<file path="config.mk">
export PLATFORM = sky130hd
export DESIGN_NAME = burst_splitter_ipa
export DESIGN_NICKNAME = d
export VERILOG_FILES = /design/src/rtl/mchan_ipa_pkg.sv /design/src/rtl/burst_size_calc_ipa.sv /design/src/rtl/burst_splitter_ipa.sv
export SDC_FILE = /design/constraint.sdc
export NUM_CORES = 1
export LEC_CHECK = 0
export BUFFER_PORTS_ARGS = -buffer_cell sky130_fd_sc_hd__buf_2
export CORE_MARGIN = 5
export CORE_UTILIZATION = 49
export DETAILED_ROUTE_END_ITERATION = 6
export PLACE_DENSITY_LB_ADDON = 0.2
export SLEW_MARGIN = 30
export SYNTH_ARGS = -nofsm -noshare
export SYNTH_HDL_FRONTEND = slang
export SYNTH_SLANG_ARGS = --single-unit
</file>
<file path="constraint.sdc">
create_clock -name clk_i -period 4.9 [get_ports clk_i]
set_input_delay 0.245 -clock clk_i [delete_from_list [all_inputs] [get_ports clk_i]]
set_output_delay 0.245 -clock clk_i [all_outputs]
set_load 0.005 [all_outputs]
</file>
<file path="src/rtl/mchan_ipa_pkg.sv">
// mchan_ipa_pkg: shared state, descriptor and width constants for burst_splitter_ipa
`ifndef MCHAN_LEN_WIDTH
`define MCHAN_LEN_WIDTH 16
`endif
`ifndef MCHAN_OPC_WIDTH
`define MCHAN_OPC_WIDTH 3
`endif
package mchan_ipa_pkg;
  localparam int TCDM_AW = 12;
  localparam int EXT_AW = 29;
  localparam int LEN_W = `MCHAN_LEN_WIDTH;
  localparam int OPC_W = `MCHAN_OPC_WIDTH;
  localparam int NB_TRANS = 4;
  localparam int SID_W = $clog2(NB_TRANS);
  localparam int BURST_BYTES = 64;
  localparam int BURST_LEN_W = $clog2(BURST_BYTES);
  typedef enum logic {IDLE, SPLIT} state_t;
  typedef struct packed {
    logic [BURST_LEN_W-1:0] len;
    logic [OPC_W-1:0] opc;
    logic [SID_W-1:0] sid;
    logic [TCDM_AW-1:0] tcdm_add;
    logic [EXT_AW-1:0] ext_add;
    logic last;
  } burst_t;
endpackage

</file>
<file path="src/rtl/burst_size_calc_ipa.sv">
// burst_size_calc_ipa: bytes in the next burst, clipped to the remaining length and the external boundary
module burst_size_calc_ipa #(
  parameter int REM_W = 17,
  parameter int BURST_LENGTH = 64,
  localparam int BW = $clog2(BURST_LENGTH)
) (
  input  logic [REM_W-1:0] rem,
  input  logic [BW-1:0]    ext_off,
  input  logic             inc,
  output logic [BW:0]      size
);
  logic [BW:0] lim;
  always_comb begin
    lim = inc ? (BW+1)'(BURST_LENGTH) - {1'b0, ext_off} : (BW+1)'(BURST_LENGTH);
    size = rem < REM_W'(lim) ? rem[BW:0] : lim;
  end
endmodule

</file>
<file path="src/rtl/burst_splitter_ipa.sv">
// burst_splitter_ipa: splits linear commands into boundary-aligned bursts; MCHAN_BURST_SPLIT_CNT_EN adds a granted-burst counter
module burst_splitter_ipa
  import mchan_ipa_pkg::*;
#(
  parameter int TCDM_ADD_WIDTH = TCDM_AW,
  parameter int EXT_ADD_WIDTH = EXT_AW,
  parameter int MCHAN_LEN_WIDTH = LEN_W,
  parameter int MCHAN_OPC_WIDTH = OPC_W,
  parameter int NB_TRANSFERS = NB_TRANS,
  parameter int TRANS_SID_WIDTH = $clog2(NB_TRANSFERS),
  parameter int MCHAN_BURST_LENGTH = BURST_BYTES,
  parameter int BURST_LEN_WIDTH = $clog2(MCHAN_BURST_LENGTH)
) (
  input  logic                       clk_i,
  input  logic                       rst_i,
  input  logic                       cmd_req_i,
  output logic                       cmd_gnt_o,
  input  logic [MCHAN_LEN_WIDTH-1:0] cmd_len_i,
  input  logic [MCHAN_OPC_WIDTH-1:0] cmd_opc_i,
  input  logic                       cmd_inc_i,
  input  logic [TRANS_SID_WIDTH-1:0] cmd_sid_i,
  input  logic [TCDM_ADD_WIDTH-1:0]  tcdm_add_i,
  input  logic [EXT_ADD_WIDTH-1:0]   ext_add_i,
  output logic                       burst_req_o,
  input  logic                       burst_gnt_i,
  output logic [BURST_LEN_WIDTH-1:0] burst_len_o,
  output logic [MCHAN_OPC_WIDTH-1:0] burst_opc_o,
  output logic [TRANS_SID_WIDTH-1:0] burst_sid_o,
  output logic [TCDM_ADD_WIDTH-1:0]  burst_tcdm_add_o,
  output logic [EXT_ADD_WIDTH-1:0]   burst_ext_add_o,
  output logic                       burst_last_o,
  output logic                       busy_o
`ifdef MCHAN_BURST_SPLIT_CNT_EN
  ,
  input  logic                       burst_cnt_clr_i,
  output logic [15:0]                burst_cnt_o
`endif
);
  state_t state, state_n;
  logic [MCHAN_LEN_WIDTH:0] rem;
  logic [MCHAN_OPC_WIDTH-1:0] opc;
  logic [TRANS_SID_WIDTH-1:0] sid;
  logic inc;
  logic [TCDM_ADD_WIDTH-1:0] tcdm;
  logic [EXT_ADD_WIDTH-1:0] ext;
  logic [BURST_LEN_WIDTH:0] size, size_m1;
  logic hs, done, cmd_hs;
  burst_t burst;

  burst_size_calc_ipa #(
    .REM_W(MCHAN_LEN_WIDTH + 1),
    .BURST_LENGTH(MCHAN_BURST_LENGTH)
  ) u_size (
    .rem(rem),
    .ext_off(ext[BURST_LEN_WIDTH-1:0]),
    .inc(inc),
    .size(size)
  );

  assign burst_req_o = state == SPLIT;
  assign busy_o = state == SPLIT;
  assign hs = burst_req_o & burst_gnt_i;
  assign done = hs & burst.last;
  assign cmd_gnt_o = (state == IDLE) | done;
  assign cmd_hs = cmd_req_i & cmd_gnt_o;

  always_comb begin
    size_m1 = size - 1'b1;
    burst.len = busy_o ? size_m1[BURST_LEN_WIDTH-1:0] : '0;
    burst.opc = opc;
    burst.sid = sid;
    burst.tcdm_add = tcdm;
    burst.ext_add = ext;
    burst.last = busy_o && rem == (MCHAN_LEN_WIDTH+1)'(size);
  end

  assign burst_len_o = burst.len;
  assign burst_opc_o = burst.opc;
  assign burst_sid_o = burst.sid;
  assign burst_tcdm_add_o = burst.tcdm_add;
  assign burst_ext_add_o = burst.ext_add;
  assign burst_last_o = burst.last;

  always_comb begin
    state_n = cmd_hs ? SPLIT : done ? IDLE : state;
  end

  always_ff @(posedge clk_i) begin
    if (rst_i) state <= IDLE;
    else state <= state_n;
  end

  always_ff @(posedge clk_i) begin
    if (rst_i) begin
      rem <= '0;
      opc <= '0;
      sid <= '0;
      inc <= 1'b0;
      tcdm <= '0;
      ext <= '0;
    end else if (cmd_hs) begin
      rem <= {1'b0, cmd_len_i} + 1'b1;
      opc <= cmd_opc_i;
      sid <= cmd_sid_i;
      inc <= cmd_inc_i;
      tcdm <= tcdm_add_i;
      ext <= ext_add_i;
    end else if (hs) begin
      rem <= rem - (MCHAN_LEN_WIDTH+1)'(size);
      tcdm <= inc ? tcdm + TCDM_ADD_WIDTH'(size) : tcdm;
      ext <= inc ? ext + EXT_ADD_WIDTH'(size) : ext;
    end
  end

`ifdef MCHAN_BURST_SPLIT_CNT_EN
  always_ff @(posedge clk_i) begin
    if (rst_i || burst_cnt_clr_i) burst_cnt_o <= '0;
    else if (hs && burst_cnt_o != 16'hFFFF) burst_cnt_o <= burst_cnt_o + 1'b1;
  end
`else
`endif
endmodule

</file>
==> results.toml, run 1 <==
[critical_path]
setup.worst_path.end_class = "register"
worst_ep_arrival_time_ns = 4.95
worstPathMaxFanout = 7
reg2reg_setup_slack_ns = 0.21
startpoint_type = "register"
start_to_end_type_of_the_worst_setup_path = "reg2reg"
worstPathRequired_ns = 5.16

[global_routing]
grt_overflow_total = 0
first_global_vias = 5232
grt_antenna_before_repair = 0
global_route_wire_length_before_repair_um = 24800
maximum_number_of_pins_on_one_net_before_global_route_repair = 47
grt_usage_pct = 23.8

[cells_and_area]
final_util_pct = 63.7
final_area_um2 = 6290
multi_input_comb_area_um2 = 3610
sequential_cell_area_um2 = 1300
n_fill_cell = 881
drive_gt1_share_pct = 25.9
diodes = 0
area_added_between_synthesis_and_finish_pct = 26.3
fin_nets = 895

[drt]
avgViaCountPerCell = 5.82
final_antenna_net_count = 0
postRouteWirelength_um = 15300
drt_first_pass_iters = 5
dr.first_iter.drc_count = 377
drc_violation_count_after_routing = 0
wl_per_cell_um = 16.4
routed-via-count = 5427

[yosys]
asyncSetResetFlopFracSynth_pct = 0
ys_types = 58
syn-instance-count = 661
fraction_of_synthesized_cell_area_taken_by_the_top_area_cell_type_pct = 26.1
syn_area_um2 = 4980
synth_top_area_cell = "sky130_fd_sc_hd__dfxtp_1"
synthesis.yosys.warnings = 0
yosys.cell_count.top_type = "sky130_fd_sc_hd__nor2_1"
post_synth_main_area_contributors = "sky130_fd_sc_hd__dfxtp_1 (26%), sky130_fd_sc_hd__ha_1 (7.5%), sky130_fd_sc_hd__a211oi_1 (6.2%)"
synth-seq-cells = 65
syn_avg_cell_area_um2 = 7.53
synth_common_cells = "sky130_fd_sc_hd__nor2_1 (72), sky130_fd_sc_hd__nand2_1 (71), sky130_fd_sc_hd__dfxtp_1 (65)"
synthFlopType = "sky130_fd_sc_hd__dfxtp_1"
yosysSeqAreaShare_pct = 26.1
syn-num-nets = 761
synth-edff-count = 0

[pwr]
power.net_switching_w = 0.000902
post-layout-total-power_w = 0.00226
p_seq_share_pct = 29.6
power.internal_w = 0.00136
power.density_cell_area_nw_per_um2 = 360
share_clk_of_total_power_pct = 23.0
comb_power_share_pct = 47.4
swShare_pct = 39.9
ir_worst_vdd_mv = 0.214
power.static_leakage_nw = 2.63

[floorplan]
fp.dieW_um = 111
die_h_um = 111
floorplan.io_pins = 123
die_area_um2 = 12300
placeableCoreArea_um2 = 9860
starting_density_of_the_core_pct = 50.5
row_count = 36

[place]
dpl_cell_area_um2 = 5860
dpl_worst_slack_ns = -0.0944
globalplace.congestion = 0.913
port_buffers = 122
dp_hpwl_um = 11500

[outcome]
outcome = "completed"

[timing]
clock_skew_ns = 0.0151
final_critical_path_setup_slack_ns = 0.211
rsz0062_at_grt = "false"
max_freq_mhz = 213
post-route-period-util_pct = 95.7
timing.max_slew.rel_slack_pct = 47.7
fin_tns_setup_ns = 0
setup_viol = 0
final.min_clock_period_ns = 4.69
tightest_slew_ns = 0.784
maxSlewViolCount = 0
final_hold_viol_count = 0

[clocking]
number_of_cts_inserted_buffers = 9
cts-htree-levels = 3
clock_tree.buffer_depth = 2
clock_sinks = 65
clock_latency_ns = 0.35
clk_transition_reported_paths_ns = 0.07
tritoncts = "built"
cts_root_buffer = "sky130_fd_sc_hd__clkbuf_8"

[hold_path]
hold_path.class = "in2reg"

[run]
timing.max_cap.violations = 0
[flip-flops by register name, indices dropped and copies added (netlist names)]
| name | flops |
|---|---|
| burst_tcdm_add_o | 12 |
| burst_sid_o | 2 |
| burst_req_o | 1 |
| rem | 17 |
| burst_opc_o | 3 |
| burst_ext_add_o | 29 |
| inc | 1 |
[worst paths after layout]
path | depth (start not counted) | startpoint | endpoint
worst min register to register | 2 | burst_opc_o[1] | burst_opc_o[1]
worst max register to register | 21 | burst_ext_add_o[2] | burst_ext_add_o[28]
worst min-delay path | 3 | tcdm_add_i[1] | burst_tcdm_add_o[1]
worst max-delay path | 21 | burst_ext_add_o[2] | burst_ext_add_o[28]
[placed cells by master, fill, tap and decap left out, types with 8 or more instances in the layout]
cell                       instances
sky130_fd_sc_hd__buf_2           122
sky130_fd_sc_hd__nand2_1          70
sky130_fd_sc_hd__nor2_1           70
sky130_fd_sc_hd__dfxtp_1          65
sky130_fd_sc_hd__a21oi_1          43
sky130_fd_sc_hd__a211oi_1         39
sky130_fd_sc_hd__xnor2_1          34
sky130_fd_sc_hd__buf_4            33
sky130_fd_sc_hd__nand3_1          28
sky130_fd_sc_hd__ha_1             27
sky130_fd_sc_hd__o21ai_0          26
sky130_fd_sc_hd__inv_1            24
sky130_fd_sc_hd__nor3_1           22
sky130_fd_sc_hd__or3_1            14
sky130_fd_sc_hd__xor2_1           11
sky130_fd_sc_hd__clkbuf_8         10
sky130_fd_sc_hd__and3_1            9
sky130_fd_sc_hd__a311oi_1          9
sky130_fd_sc_hd__a21o_1            9
sky130_fd_sc_hd__o21a_1            8
sky130_fd_sc_hd__nand4_1           8
[area by class of cell]
cell class / instances / area share (%)
clock buffers: 11 / 2.25
clock inverters: 5 / 1.25
well taps: 133 / 2.65
multi-input cells: 537 / 57.4
inverters: 25 / 1.49
flip-flops and latches: 65 / 20.7
repair buffers: 157 / 14.3
[timing repair]
item                                    4_1_cts  5_1_grt
setup buffers                                 1        7
pin swaps                                     4        8
gates cloned                                  0        0
resized for setup                             7       29
hold buffers                                  0        0
endpoints found under the setup margin       34       63
[layer usage]
metal / vias to the layer above / part of all wire [%] / GRT usage (%)
met5: - / 0 / 0
met4: 0 / 1.2 / 5.99
met3: 16 / 6.8 / 4.97
met2: 210 / 46 / 39.2
met1: 2510 / 46 / 32.0
li1: 2691 / - / -
[worst max-delay path, stage by stage (launching register included)]
cell and delay (ns):
sky130_fd_sc_hd__dfxtp_1 0.31, sky130_fd_sc_hd__or3_4 0.40, sky130_fd_sc_hd__nor3_4 0.17, sky130_fd_sc_hd__xnor2_2 0.14, sky130_fd_sc_hd__nand2_1 0.07, sky130_fd_sc_hd__ha_1 0.19
sky130_fd_sc_hd__a2111oi_2 0.30, sky130_fd_sc_hd__nand4_1 0.20, sky130_fd_sc_hd__buf_4 0.20, sky130_fd_sc_hd__a21o_4 0.20, sky130_fd_sc_hd__a21oi_2 0.14, sky130_fd_sc_hd__a31oi_2 0.08
sky130_fd_sc_hd__inv_2 0.10, sky130_fd_sc_hd__ha_2 0.18, sky130_fd_sc_hd__inv_1 0.05, sky130_fd_sc_hd__fa_2 0.35, sky130_fd_sc_hd__nor2b_2 0.14, sky130_fd_sc_hd__o21a_1 0.16
sky130_fd_sc_hd__o21ai_2 0.08, sky130_fd_sc_hd__a2111o_1 0.52, sky130_fd_sc_hd__or3_1 0.38, sky130_fd_sc_hd__a311oi_1 0.25
[logic make-up after synthesis]
logic type                 after synthesis  share of synthesized area [%]
DFF                                     65                           26.1
muxes                                    6                           1.21
adders and majority gates               33                           8.75
buffers and inverters                   59                           4.75
xor gates and xnor gates                46                           8.09
AOI/OAI and AO/OA                      191                           26.0
and+or+nand+nor                        261                           25.1
[power by group through the flow]
stage	logic, W	registers (W)	clock network (W)
6_report	0.00107	0.000669	0.000521
5_1_grt	0.00118	0.000677	0.000557
4_1_cts	0.000999	0.000663	0.000530
3_5_place_dp	0.000972	0.000674	0
3_3_place_gp	0.000955	0.000672	0
2_1_floorplan	0.000685	0.000661	0
[metrics by stage]
step,cells,hold WS (ns)
final,933,0.135
after global routing,933,0.123
after CTS,926,0.118
after detailed placement,909,0.445
after global placement,909,0.435
after floorplan,661,0.362
Power figures use the tool's default switching activity.
==> run 2, diff against run 1 <==
==> constraint.sdc (replaced) <==
create_clock -name clk_i -period 4.2 [get_ports clk_i]
set_input_delay 0.21 -clock clk_i [delete_from_list [all_inputs] [get_ports clk_i]]
set_output_delay 0.21 -clock clk_i [all_outputs]
set_load 0.005 [all_outputs]
==> run 2 against run 1 <==
The flow now finishes with violations (setup timing). Wire length is 49% higher. Core utilization rose by 18 points. First-iteration DRC count grew 150%. Global-route usage is 2.8 points higher. Setup slack lost 0.98 ns. Clock skew decreased by 0.0012 ns. Critical path depth grew 2. Register-to-register slack worse by 0.98 ns. Critical path type unchanged. Largest cell class unchanged.
==> results.toml, run 2 (same netlist as run 1, synthesis figures left out) <==
[pwr]
power.density_cell_area_nw_per_um2 = 435
power.static_leakage_nw = 3.34
power.internal_w = 0.00199
swShare_pct = 43.1
ir_worst_vdd_mv = 0.293
power.net_switching_w = 0.00150
share_clk_of_total_power_pct = 16.9
comb_power_share_pct = 60.2
p_seq_share_pct = 22.9

[cells_and_area]
layout.cells.most_common = "sky130_fd_sc_hd__buf_2"
area_added_between_synthesis_and_finish_pct = 61.1
largest_register_ffs = 29
drive_gt1_share_pct = 44.5
fin_nets = 996
final_util_pct = 81.3
diodes = 0
layout.cells.most_common_list = "sky130_fd_sc_hd__buf_2 (122), sky130_fd_sc_hd__buf_4 (98), sky130_fd_sc_hd__nand2_1 (64)"

[critical_path]
setup.worst_path.end_class = "register"
timing.critical_path.slowest_cell_delay_ns = 0.47
worstPathRequired_ns = 4.48
worstPathMaxFanout = 7
worst_ep_arrival_time_ns = 5.26
path_delay_family = "compound AO/OA/AOI/OAI gates"
cp_cell_sequence = "or3_4 > nor3_4 > xnor2_2 > nand2_1 > ha_2 > a2111oi_4 > nand4_1 > a211oi_2 > nor2_4 > a31oi_2 > inv_2 > buf_6 > ha_4 > nand4_1 > nor2_2 > buf_4 > a31oi_4 > buf_6 > buf_12 > buf_12 > o21ai_0 > o211ai_1 > a21oi_1"
start_to_end_type_of_the_worst_setup_path = "reg2reg"
startpoint_type = "register"
path_buf_inv = 6
slowest_stage = "sky130_fd_sc_hd__a211oi_2"
startpoint = "burst_ext_add_o[2]"
startpoint_of_the_worst_slack_reg_to_reg_timing_path = "burst_ext_add_o[2]"

[floorplan]
row_count = 36
starting_density_of_the_core_pct = 50.5
fp.dieW_um = 111
die_h_um = 111
die_area_um2 = 12300
floorplan.io_pins = 123
placeableCoreArea_um2 = 9860

[place]
globalplace.congestion = 0.943
port_buffers = 122
dpl_worst_slack_ns = -0.456
dp_hpwl_um = 12100

[timing]
rsz0062_at_grt = "true"
setup_viol = 70
max_freq_mhz = 201
maxSlewViolCount = 0
timing.max_slew.rel_slack_pct = 33.0
post-route-period-util_pct = 118
final_critical_path_setup_slack_ns = -0.774
final.min_clock_period_ns = 4.97
final_hold_viol_count = 0
tightest_slew_ns = 1.01
clock_skew_ns = 0.0138

[drt]
drt_first_pass_iters = 6
routed-via-count = 6711
final_antenna_net_count = 0
dr.first_iter.drc_count = 937
wl_per_cell_um = 22.0
drc_violation_count_after_routing = 0
avgViaCountPerCell = 6.49
postRouteWirelength_um = 22700

[hold_path]
hold_path.class = "in2reg"
hold_path_startpoint = "ext_add_i[1]"

[global_routing]
maximum_number_of_pins_on_one_net_before_global_route_repair = 48
grt_antenna_before_repair = 1
grt_overflow_total = 0
global_route_wire_length_before_repair_um = 27700
first_global_vias = 5944
grt_usage_pct = 26.7

[clocking]
cts.hold.buffers_added = 0
cts-htree-levels = 3
clock_tree.buffer_depth = 2
number_of_cts_inserted_buffers = 9
tritoncts = "built"
cts_root_buffer = "sky130_fd_sc_hd__clkbuf_8"
clk_transition_reported_paths_ns = 0.08
clock_latency_ns = 0.36
clock_sinks = 65

[run]
timing.max_cap.violations = 0

[outcome]
violations = "setup timing"
outcome = "finished with violations"
## run 2: changes by cell type in the layout (fill, tap and decap cells not counted), moves of 7 or more
cell                       delta
sky130_fd_sc_hd__ha_1        -14
sky130_fd_sc_hd__nor2_2      +10
sky130_fd_sc_hd__buf_6       +19
sky130_fd_sc_hd__ha_4        +14
sky130_fd_sc_hd__o21ai_0     -10
sky130_fd_sc_hd__nor2_1      -15
sky130_fd_sc_hd__buf_4       +65
sky130_fd_sc_hd__a21oi_1      -7
sky130_fd_sc_hd__a211oi_1    -13
sky130_fd_sc_hd__a211oi_2     +9
## run 2: cell type report
type                    count  area, um^2
clock inverters             4        51.3
repair buffers            257        1960
multi-input cells         538        4290
clock buffers              12         155
well taps                 133         166
fillers                   559        1840
inverters                  25        93.8
flip-flops and latches     65        1310
## run 2: timing repair
action                     CTS  global route
hold endpoints to repair     0             0
gates cloned                 2             8
gates resized for setup     42           128
pin swaps                   31            47
buffers inserted             9            26
setup endpoints to repair   69            68
## run 2: through the flow
step / instances / setup TNS (ns) / hold WS, ns / cell area [um^2] / total power, W
finish: 1034 / -36.08 / 0.0845 / 8020 / 0.00349
global route: 1034 / -52.44 / 0.0837 / 8020 / 0.00362
CTS: 1001 / -10.04 / 0.0868 / 7060 / 0.00292
detailed placement: 974 / -19.79 / 0.449 / 6510 / 0.00221
global placement: 974 / -10.05 / 0.435 / 6510 / 0.00216
floorplan: 661 / -1.13 / 0.327 / 5110 / 0.00165
## run 2: final timing paths
check / cells past startpoint / slack [ns] / to
worst max register to register: 23 / -0.77 / rem[4]
worst min-delay path: 3 / 0.08 / burst_ext_add_o[1]
worst min register to register: 2 / 0.45 / burst_sid_o[0]
worst max-delay path: 23 / -0.77 / rem[4]
## run 2: per-layer routing
layer	wire [um]	share of wire, %	GRT usage (%)	vias up
met4	1370	6.0	10.7	2
met1	8040	35	34.2	3096
li1	-	-	-	2889
met3	2540	11	5.95	158
met5	13	0.057	0	-
met2	10800	47	43.4	566
## run 2: power by group through the flow
stage | registers (W) | clock network (W) | logic, W
finish | 0.000798 | 0.000590 | 0.00210
global route | 0.000803 | 0.000607 | 0.00221
CTS | 0.000781 | 0.000578 | 0.00156
detailed placement | 0.000789 | 0 | 0.00142
global placement | 0.000785 | 0 | 0.00138
floorplan | 0.000776 | 0 | 0.000870
## run 2: worst register-to-register path, stage by stage (launching register included)
cell and delay, ns:
sky130_fd_sc_hd__dfxtp_4 0.35, sky130_fd_sc_hd__or3_4 0.41, sky130_fd_sc_hd__nor3_4 0.16, sky130_fd_sc_hd__xnor2_2 0.15, sky130_fd_sc_hd__nand2_1 0.08, sky130_fd_sc_hd__ha_2 0.20
sky130_fd_sc_hd__a2111oi_4 0.30, sky130_fd_sc_hd__nand4_1 0.32, sky130_fd_sc_hd__a211oi_2 0.47, sky130_fd_sc_hd__nor2_4 0.07, sky130_fd_sc_hd__a31oi_2 0.25, sky130_fd_sc_hd__inv_2 0.09
sky130_fd_sc_hd__buf_6 0.14, sky130_fd_sc_hd__ha_4 0.27, sky130_fd_sc_hd__nand4_1 0.19, sky130_fd_sc_hd__nor2_2 0.23, sky130_fd_sc_hd__buf_4 0.16, sky130_fd_sc_hd__a31oi_4 0.09
sky130_fd_sc_hd__buf_6 0.17, sky130_fd_sc_hd__buf_12 0.13, sky130_fd_sc_hd__buf_12 0.13, sky130_fd_sc_hd__o21ai_0 0.11, sky130_fd_sc_hd__o211ai_1 0.20, sky130_fd_sc_hd__a21oi_1 0.24
